$ cat src/rtl/spi_flash_reader.sv
`timescale 1ns/1ps
// spi_flash_reader
// Fetches one little-endian 32-bit word from a serial SPI flash (mode 0) per
// read strobe. Each transfer is: chip select low, the read opcode plus the
// word-aligned byte address shifted out MSB first, 32 data bits shifted in,
// chip select high. Each SPI bit takes two clk cycles (SCLK low, then high).
//
// Ports
//   clk        system clock, rising edge
//   reset      asynchronous active-low reset
//   mem_addr   byte address from the core (bits [1:0] ignored)
//   mem_rstrb  one-cycle read request, accepted only while idle
//   mem_rdata  last fetched word; byte k in arrival order lands in [8k+7:8k]
//   mem_rbusy  high while a transfer is in progress
//   spi_cs_n   flash chip select, active low
//   spi_clk    SPI clock, idle low
//   spi_mosi   serial data to the flash, MSB first
//   spi_miso   serial data from the flash
module spi_flash_reader #(
  parameter int unsigned ADDR_BITS = 24,
  parameter logic [7:0]  READ_CMD  = 8'h03
) (
  input  logic                 clk,
  input  logic                 reset,
  input  logic [ADDR_BITS-1:0] mem_addr,
  input  logic                 mem_rstrb,
  output logic [31:0]          mem_rdata,
  output logic                 mem_rbusy,
  output logic                 spi_cs_n,
  output logic                 spi_clk,
  output logic                 spi_mosi,
  input  logic                 spi_miso
);

  localparam int unsigned SEND_BITS = 8 + ADDR_BITS;
  localparam logic [5:0]  SEND_LAST = 6'(SEND_BITS - 1);
  localparam logic [5:0]  RECV_LAST = 6'd31;

  typedef enum logic [1:0] {
    IDLE = 2'd0,
    SEND = 2'd1,
    RECV = 2'd2
  } stateType;

  stateType             state;
  logic                 phase;      // 0: SCLK low half of a bit, 1: SCLK high half
  logic [5:0]           bitCount;
  logic [SEND_BITS-2:0] txShift;    // bits still to send after the one on spi_mosi
  logic [30:0]          rxShift;    // data bits received so far, first bit oldest
  logic [31:0]          rxNext;
  logic [SEND_BITS-1:0] txLoad;
  logic                 unusedAddrBits;

  // Outgoing frame: opcode followed by the word-aligned address.
  assign txLoad = {READ_CMD, mem_addr[ADDR_BITS-1:2], 2'b00};

  // Low address bits select a byte within the word and play no part here.
  assign unusedAddrBits = ^mem_addr[1:0];

  // Receive window including the bit sampled on the current edge.
  assign rxNext = {rxShift, spi_miso};

  assign mem_rbusy = (state != IDLE);

  // Transfer sequencer: opcode/address shift-out, data shift-in, SPI pin drive.
  always_ff @(posedge clk or negedge reset) begin
    if (!reset) begin
      state     <= IDLE;
      phase     <= 1'b0;
      bitCount  <= 6'd0;
      txShift   <= '0;
      rxShift   <= 31'd0;
      mem_rdata <= 32'h0000_0000;
      spi_cs_n  <= 1'b1;
      spi_clk   <= 1'b0;
      spi_mosi  <= 1'b0;
    end else begin
      case (state)
        IDLE: begin
          phase   <= 1'b0;
          spi_clk <= 1'b0;
          if (mem_rstrb) begin
            // First bit goes straight onto MOSI so it is stable for the
            // whole low half of bit 0.
            state    <= SEND;
            bitCount <= 6'd0;
            spi_cs_n <= 1'b0;
            spi_mosi <= txLoad[SEND_BITS-1];
            txShift  <= txLoad[SEND_BITS-2:0];
          end else begin
            spi_cs_n <= 1'b1;
            spi_mosi <= 1'b0;
          end
        end

        SEND: begin
          if (!phase) begin
            phase   <= 1'b1;
            spi_clk <= 1'b1;
          end else begin
            // MOSI only moves together with SCLK falling.
            phase   <= 1'b0;
            spi_clk <= 1'b0;
            if (bitCount == SEND_LAST) begin
              state    <= RECV;
              bitCount <= 6'd0;
              spi_mosi <= 1'b0;
            end else begin
              bitCount <= bitCount + 6'd1;
              spi_mosi <= txShift[SEND_BITS-2];
              txShift  <= {txShift[SEND_BITS-3:0], 1'b0};
            end
          end
        end

        RECV: begin
          spi_mosi <= 1'b0;
          if (!phase) begin
            phase   <= 1'b1;
            spi_clk <= 1'b1;
          end else begin
            // Sample on the edge that ends the SCLK-high half.
            phase   <= 1'b0;
            spi_clk <= 1'b0;
            rxShift <= rxNext[30:0];
            if (bitCount == RECV_LAST) begin
              // First byte received is the least significant byte.
              state     <= IDLE;
              bitCount  <= 6'd0;
              spi_cs_n  <= 1'b1;
              mem_rdata <= {rxNext[7:0], rxNext[15:8], rxNext[23:16], rxNext[31:24]};
            end else begin
              bitCount <= bitCount + 6'd1;
            end
          end
        end

        default: begin
          state    <= IDLE;
          phase    <= 1'b0;
          bitCount <= 6'd0;
          spi_cs_n <= 1'b1;
          spi_clk  <= 1'b0;
          spi_mosi <= 1'b0;
        end
      endcase
    end
  end

endmodule

$ cat config.mk
export PLATFORM = sky130hd
export DESIGN_NAME = spi_flash_reader
export DESIGN_NICKNAME = d
export VERILOG_FILES = /design/src/rtl/spi_flash_reader.sv
export SDC_FILE = /design/constraint.sdc
export NUM_CORES = 1
export LEC_CHECK = 0
export BUFFER_PORTS_ARGS = -buffer_cell sky130_fd_sc_hd__buf_4
export CORE_MARGIN = 8
export CORE_UTILIZATION = 50
export DETAILED_ROUTE_END_ITERATION = 8
export GPL_ROUTABILITY_DRIVEN = 0
export PLACE_DENSITY = 0.74
export RECOVER_POWER = 25
export SYNTH_ARGS = -nofsm -noshare
export SYNTH_HDL_FRONTEND = slang
export SYNTH_SLANG_ARGS = --single-unit
$ cat constraint.sdc
create_clock -name clk -period 1.7 [get_ports clk]
set_input_delay 0.085 -clock clk [delete_from_list [all_inputs] [get_ports clk]]
set_output_delay 0.085 -clock clk [all_outputs]
set_load 0.05 [all_outputs]
## Word-level counts from Yosys, hierarchy flattened

Cells that the tools add are included.

| word-level totals | value |
|---|---|
| output and inout port bits | 36 |
| input bits | 28 |
| register bits after elaboration | 105 |

| operators by class | value |
|---|---|
| bitwise logic cells | 1 |
| $add $sub $neg | 1 |
| multiplexer cells | 23 |
| equality and inequality tests | 10 |
| reductions and logical operators | 10 |

Operator list:

| kind | number |
|---|---|
| $mux 31 | 3 |
| $pmux 31 s2 | 1 |
| $mux 6 | 3 |
| $ne 2x2->1 const B | 6 |
| $pmux 6 s2 | 1 |
| $mux 2 | 5 |
| $mux 1 | 8 |
| $add 6x1->6 const B | 1 |
| $eq 6x5->1 const B | 1 |
| $pmux 2 s3 | 1 |
| $reduce_and 3->1 | 2 |
| $reduce_and 5->1 | 1 |
| $reduce_and 2->1 | 2 |
| $reduce_and 4->1 | 1 |
| $reduce_bool 2->1 | 2 |
| $pmux 1 s3 | 1 |
| $eq 2x1->1 const B | 1 |
| $eq 2x2->1 const B | 1 |
| $logic_not 2->1 | 1 |
| $ne 2x1->1 const B | 1 |
| $reduce_or 2->1 | 1 |
| $not 1->1 | 1 |

## Depth between registers and ports, before layout

| depth | value |
|---|---|
| depth in word-level cells | 4 |
| depth in mapped cells | 7 |

## Worst setup path after synthesis

No wires, ideal clock.

| timing | value |
|---|---|
| path kind | register to register |
| start point | register state[1] |
| end point | register txShift[10] |
| arrival time | 1.771 ns |
| slack | -0.195 ns |
| clock period less this slack | 1.895 ns |
| setup time | 0.125 ns |
| stages on the path, launching flop included | 7 |
| cells stage by stage | dfrtp_1 -> inv_1 -> ha_1 -> buf_2 -> clkbuf_1 -> mux2_2 -> mux2_2 |

| on the way | value |
|---|---|
| longest elaborated chain between the ends | 3 |
| elaborated cells on any way between the ends | 8 |

RTL lines:

| what | line | RTL |
|---|---|---|
| start, declared | 45 | `stateType state;` |
| start signal, assigned | 68 | `state <= IDLE;` |
| start signal, assigned | 85 | `state <= SEND;` |
| start signal, assigned | 105 | `state <= RECV;` |
| $eq 2x1->1 / $logic_not 2->1 (equally long branches) | 78 | `case (state)` |
| $ne 2x2->1 (no source line) / $reduce_bool 2->1 (equally long branches) | -- |  |
| $reduce_and 4->1 (no source line) | -- |  |
| end signal, assigned | 89 | `txShift <= txLoad[SEND_BITS-2:0];` |
| end signal, assigned | 111 | `txShift <= {txShift[SEND_BITS-3:0], 1'b0};` |
| end, declared | 48 | `logic [SEND_BITS-2:0] txShift;` |

Parallel ways exist; a longest one is shown, timed or not.
A chain may end at the register's enable or synchronous reset.

## Worst setup path in the final report

| timing | value |
|---|---|
| start point | register state[0] |
| end point | register txShift[7] |

Same word-level chain as after synthesis.

==> reports/metrics.csv <==
stage,metric,value,unit
clock_tree,clk slew on worst S/H paths,0.10,ns
floorplan,Core Box Area,0.009065,mm^2
detailed_routing,vias per cell,5.390,
floorplan,die area,0.01250,mm^2
clock_tree,CTS tree,yes,
worst_setup_path,Worst Path Arrival,1.91,ns
detailed_routing,DR iter-0 viols,113,
status,status,finished clean,
timing,final hold slack,0.06516,ns
clock_tree,Root Buffer,clkbuf_8,
floorplan,I/O pin count,64,
min_path,Hold Path Origin,mem_rstrb,
place,Final HPWL DP,5735,um
clock_tree,TritonCTS Sinks,103,
global_routing,grt total ovfl,0,
detailed_routing,total wire length,8343,um
timing,min cycle time layout,1.656,ns
yosys,sequential area share after synthesis,56.17,%
clock_tree,Num CTS Buffers,9,
finish,area of the multi-input gates,0.001974,mm^2
global_routing,gr usage total,13.92,%
timing,Layout Skew,0.009712,ns
yosys,number of synthesized flops with an enable pin,0,
worst_setup_path,crit start category,flip-flop,
detailed_routing,Final ANT Viol Nets,0,
yosys,unique cell type count in the Yosys netlist,38,
finish,Nets,432,
min_path,HP Class,primary input to flip-flop,
worst_setup_path,Crit Path Max Fanout,11,
global_routing,initial antenna violation count,0,
yosys,Post-Syn Instances,313,
worst_setup_path,reg-to-reg critical path startpoint,state[0]$_DFFE_PN0P_,
finish,Fillers,688,
global_routing,largest net degree at the start of global routing,52,
pwr,PwrDens,1233,mW/mm^2
pwr,Max VDD drop,0.9397,mV
detailed_routing,routed length per instance,16.20,um
timing,unrepaired setup endpoints after global routing,true,
yosys,synthesized area per cell,14.67,um^2
detailed_routing,first-pass iteration count of the detailed router,4,
finish,synthesis-to-finish area growth,24.18,%
worst_setup_path,critical setup path kind,flip-flop to flip-flop,
timing,Hold Fails Final Rpt,0,
timing,max-slew violations,0,
yosys,yosys warns,0,
yosys,Synth async-reset ratio,100.0,%
worst_setup_path,Setup crit start,state[0]$_DFFE_PN0P_,
finish,Finished Core Util,62.88,%
floorplan,Die H,111.8,um
floorplan,Rows,35,
detailed_routing,Residual DRC,0,
flow_run,Max-Cap Viols,0,
clock_tree,CTS H-tree lvls,3,
place,I/O Buffers,61,
worst_setup_path,CP required,1.95,ns
timing,Slew HR,27.74,%
finish,"Cell Count, Final, Fillers Out",515,
yosys,Synth Flop Type,dfrtp_1,
worst_setup_path,R2R depth,7,
finish,ANT cells,0,
timing,Final period util,97.38,%
yosys,#FFs+latches synth,103,
timing,maximum clock frequency,604.0,MHz
timing,"Setup violations, final",0,
clock_tree,clk_lat worst skew,0.36,ns
yosys,Post-Syn Nets,346,
global_routing,number of global-route vias before repair,2889,
floorplan,Initial Util,50.64,%
yosys,synthesized cell area,0.004591,mm^2
place,DP Cell Count,492,
detailed_routing,Vias,2776,
clock_tree,clk buf depth,2,
pwr,Leak,2.892,nW
timing,Least-Margin Pin Slew,1.084,ns
finish,share of cells above drive strength 1,56.68,%
floorplan,Die Width,111.8,um
worst_setup_path,crit end category,flip-flop,
min_path,Hold Crit Depth,3,
global_routing,first-pass GRT wire length,14320,um
finish,FF+latch area,0.002581,mm^2
## flip-flops by register name, indices dropped and copies added (netlist names)
| register | count |
|---|---|
| spi_mosi | 1 |
| spi_cs_n | 1 |
| txShift | 29 |
| state | 2 |
| bitCount | 6 |
| mem_rdata | 32 |
| rxShift | 31 |
| phase | 1 |
## critical path, cell delays in order (launching register included)
cell      delay [ns]
dfrtp_2         0.46
inv_4           0.09
ha_4            0.18
nand2b_4        0.08
o211ai_4        0.09
a21o_4          0.16
buf_12          0.14
mux2_2          0.34
## cell type report
cell class	count	share of cell area, %
well taps	111	2.436
clock buffers	10	2.414
clock inverters	6	1.032
inverters	7	0.5048
flip-flops and latches	103	45.28
multi-input cells	187	34.64
repair buffers	91	13.70
## cell usage after synthesis (all sizes together), types with 2 or more instances
cell type,count,area share [%]
buf,12,1.8
dfrtp,102,56
nand2b,4,0.60
o22ai,4,0.55
mux2,106,28
inv,7,0.57
nand3,6,0.93
nand2,7,0.57
nor2,5,0.76
ha,5,1.4
nor2b,3,0.41
clkbuf,4,0.33
nand4,4,0.55
a21boi,2,0.33
o211ai,2,0.44
o21ai,8,0.87
a21oi,9,0.98
a22o,10,1.9
## cell families (layout without fill, tap and decap cells)
| kind of cell | after synthesis | after routing | synth area share [%] |
|---|---|---|---|
| multiplexers | 106 | 106 | 28.45 |
| flip-flops | 103 | 103 | 56.17 |
| AO/OA/AOI/OAI | 42 | 42 | 6.432 |
| AND/OR/NAND/NOR | 34 | 34 | 4.852 |
| buffers and inverters | 23 | 114 | 2.725 |
| adder cells (fa/ha/maj) | 5 | 5 | 1.363 |
## placed cells by master (no fill, tap or decap), types with 4 or more instances in the layout
master	n
a21oi_1	9
a22o_1	10
buf_12	5
buf_4	77
clkbuf_8	10
dfrtp_1	100
inv_1	4
mux2_2	73
mux2_4	33
nand2_1	7
nand3_1	5
nand4_1	4
nor2_1	4
o21ai_0	8
o22ai_1	4
## power breakdown
part | internal (mW) | switching (mW)
clock | 0.603 | 0.879
sequential | 2.84 | 0.242
combinational | 1.41 | 1.06
total | 4.85 | 2.18
## stage by stage
stage / total power [mW] / TNS, ns / worst slack [ns] / area, um^2
floorplan: 4.692 / 0 / 0.009374 / 4646
global placement: 5.178 / 0 / 0.03330 / 5371
detailed placement: 5.279 / -0.2770 / -0.02706 / 5371
CTS: 6.801 / -0.06983 / -0.01643 / 5595
global route: 7.439 / -0.2006 / -0.02298 / 5700
finish: 7.031 / 0 / 0.04448 / 5700
## routing by layer
metal  share of wire (%)  up-vias  wire (um)  track usage (%)
li1                    -     1298          -                -
met1                  44     1406       3702            17.61
met2                  49       64       4125            21.85
met3                 5.4        8        454            5.411
met4                0.72        0         60            3.464
met5                   0        -          0                0
## path summary, 6_finish.rpt
kind | endpoint | slack, ns
hold reg to reg | txShift[8]$_DFFE_PN0P_ | 0.51
min in group asynchronous | mem_rdata[3]$_DFFE_PN0P_ | 0.09
hold / removal | spi_cs_n$_DFFE_PN1P_ | 0.07
max in group asynchronous | rxShift[2]$_DFFE_PN0P_ | 0.27
setup reg to reg | txShift[7]$_DFFE_PN0P_ | 0.04
setup / recovery | txShift[7]$_DFFE_PN0P_ | 0.04
## timing repair
action	4_1_cts	5_1_grt
endpoints found under the setup margin	28	89
buffers inserted	0	3
resized for setup	2	15
endpoints found under the hold margin	105	0
hold buffers	2	0
cloned	0	2
Power figures use the tool's default switching activity.
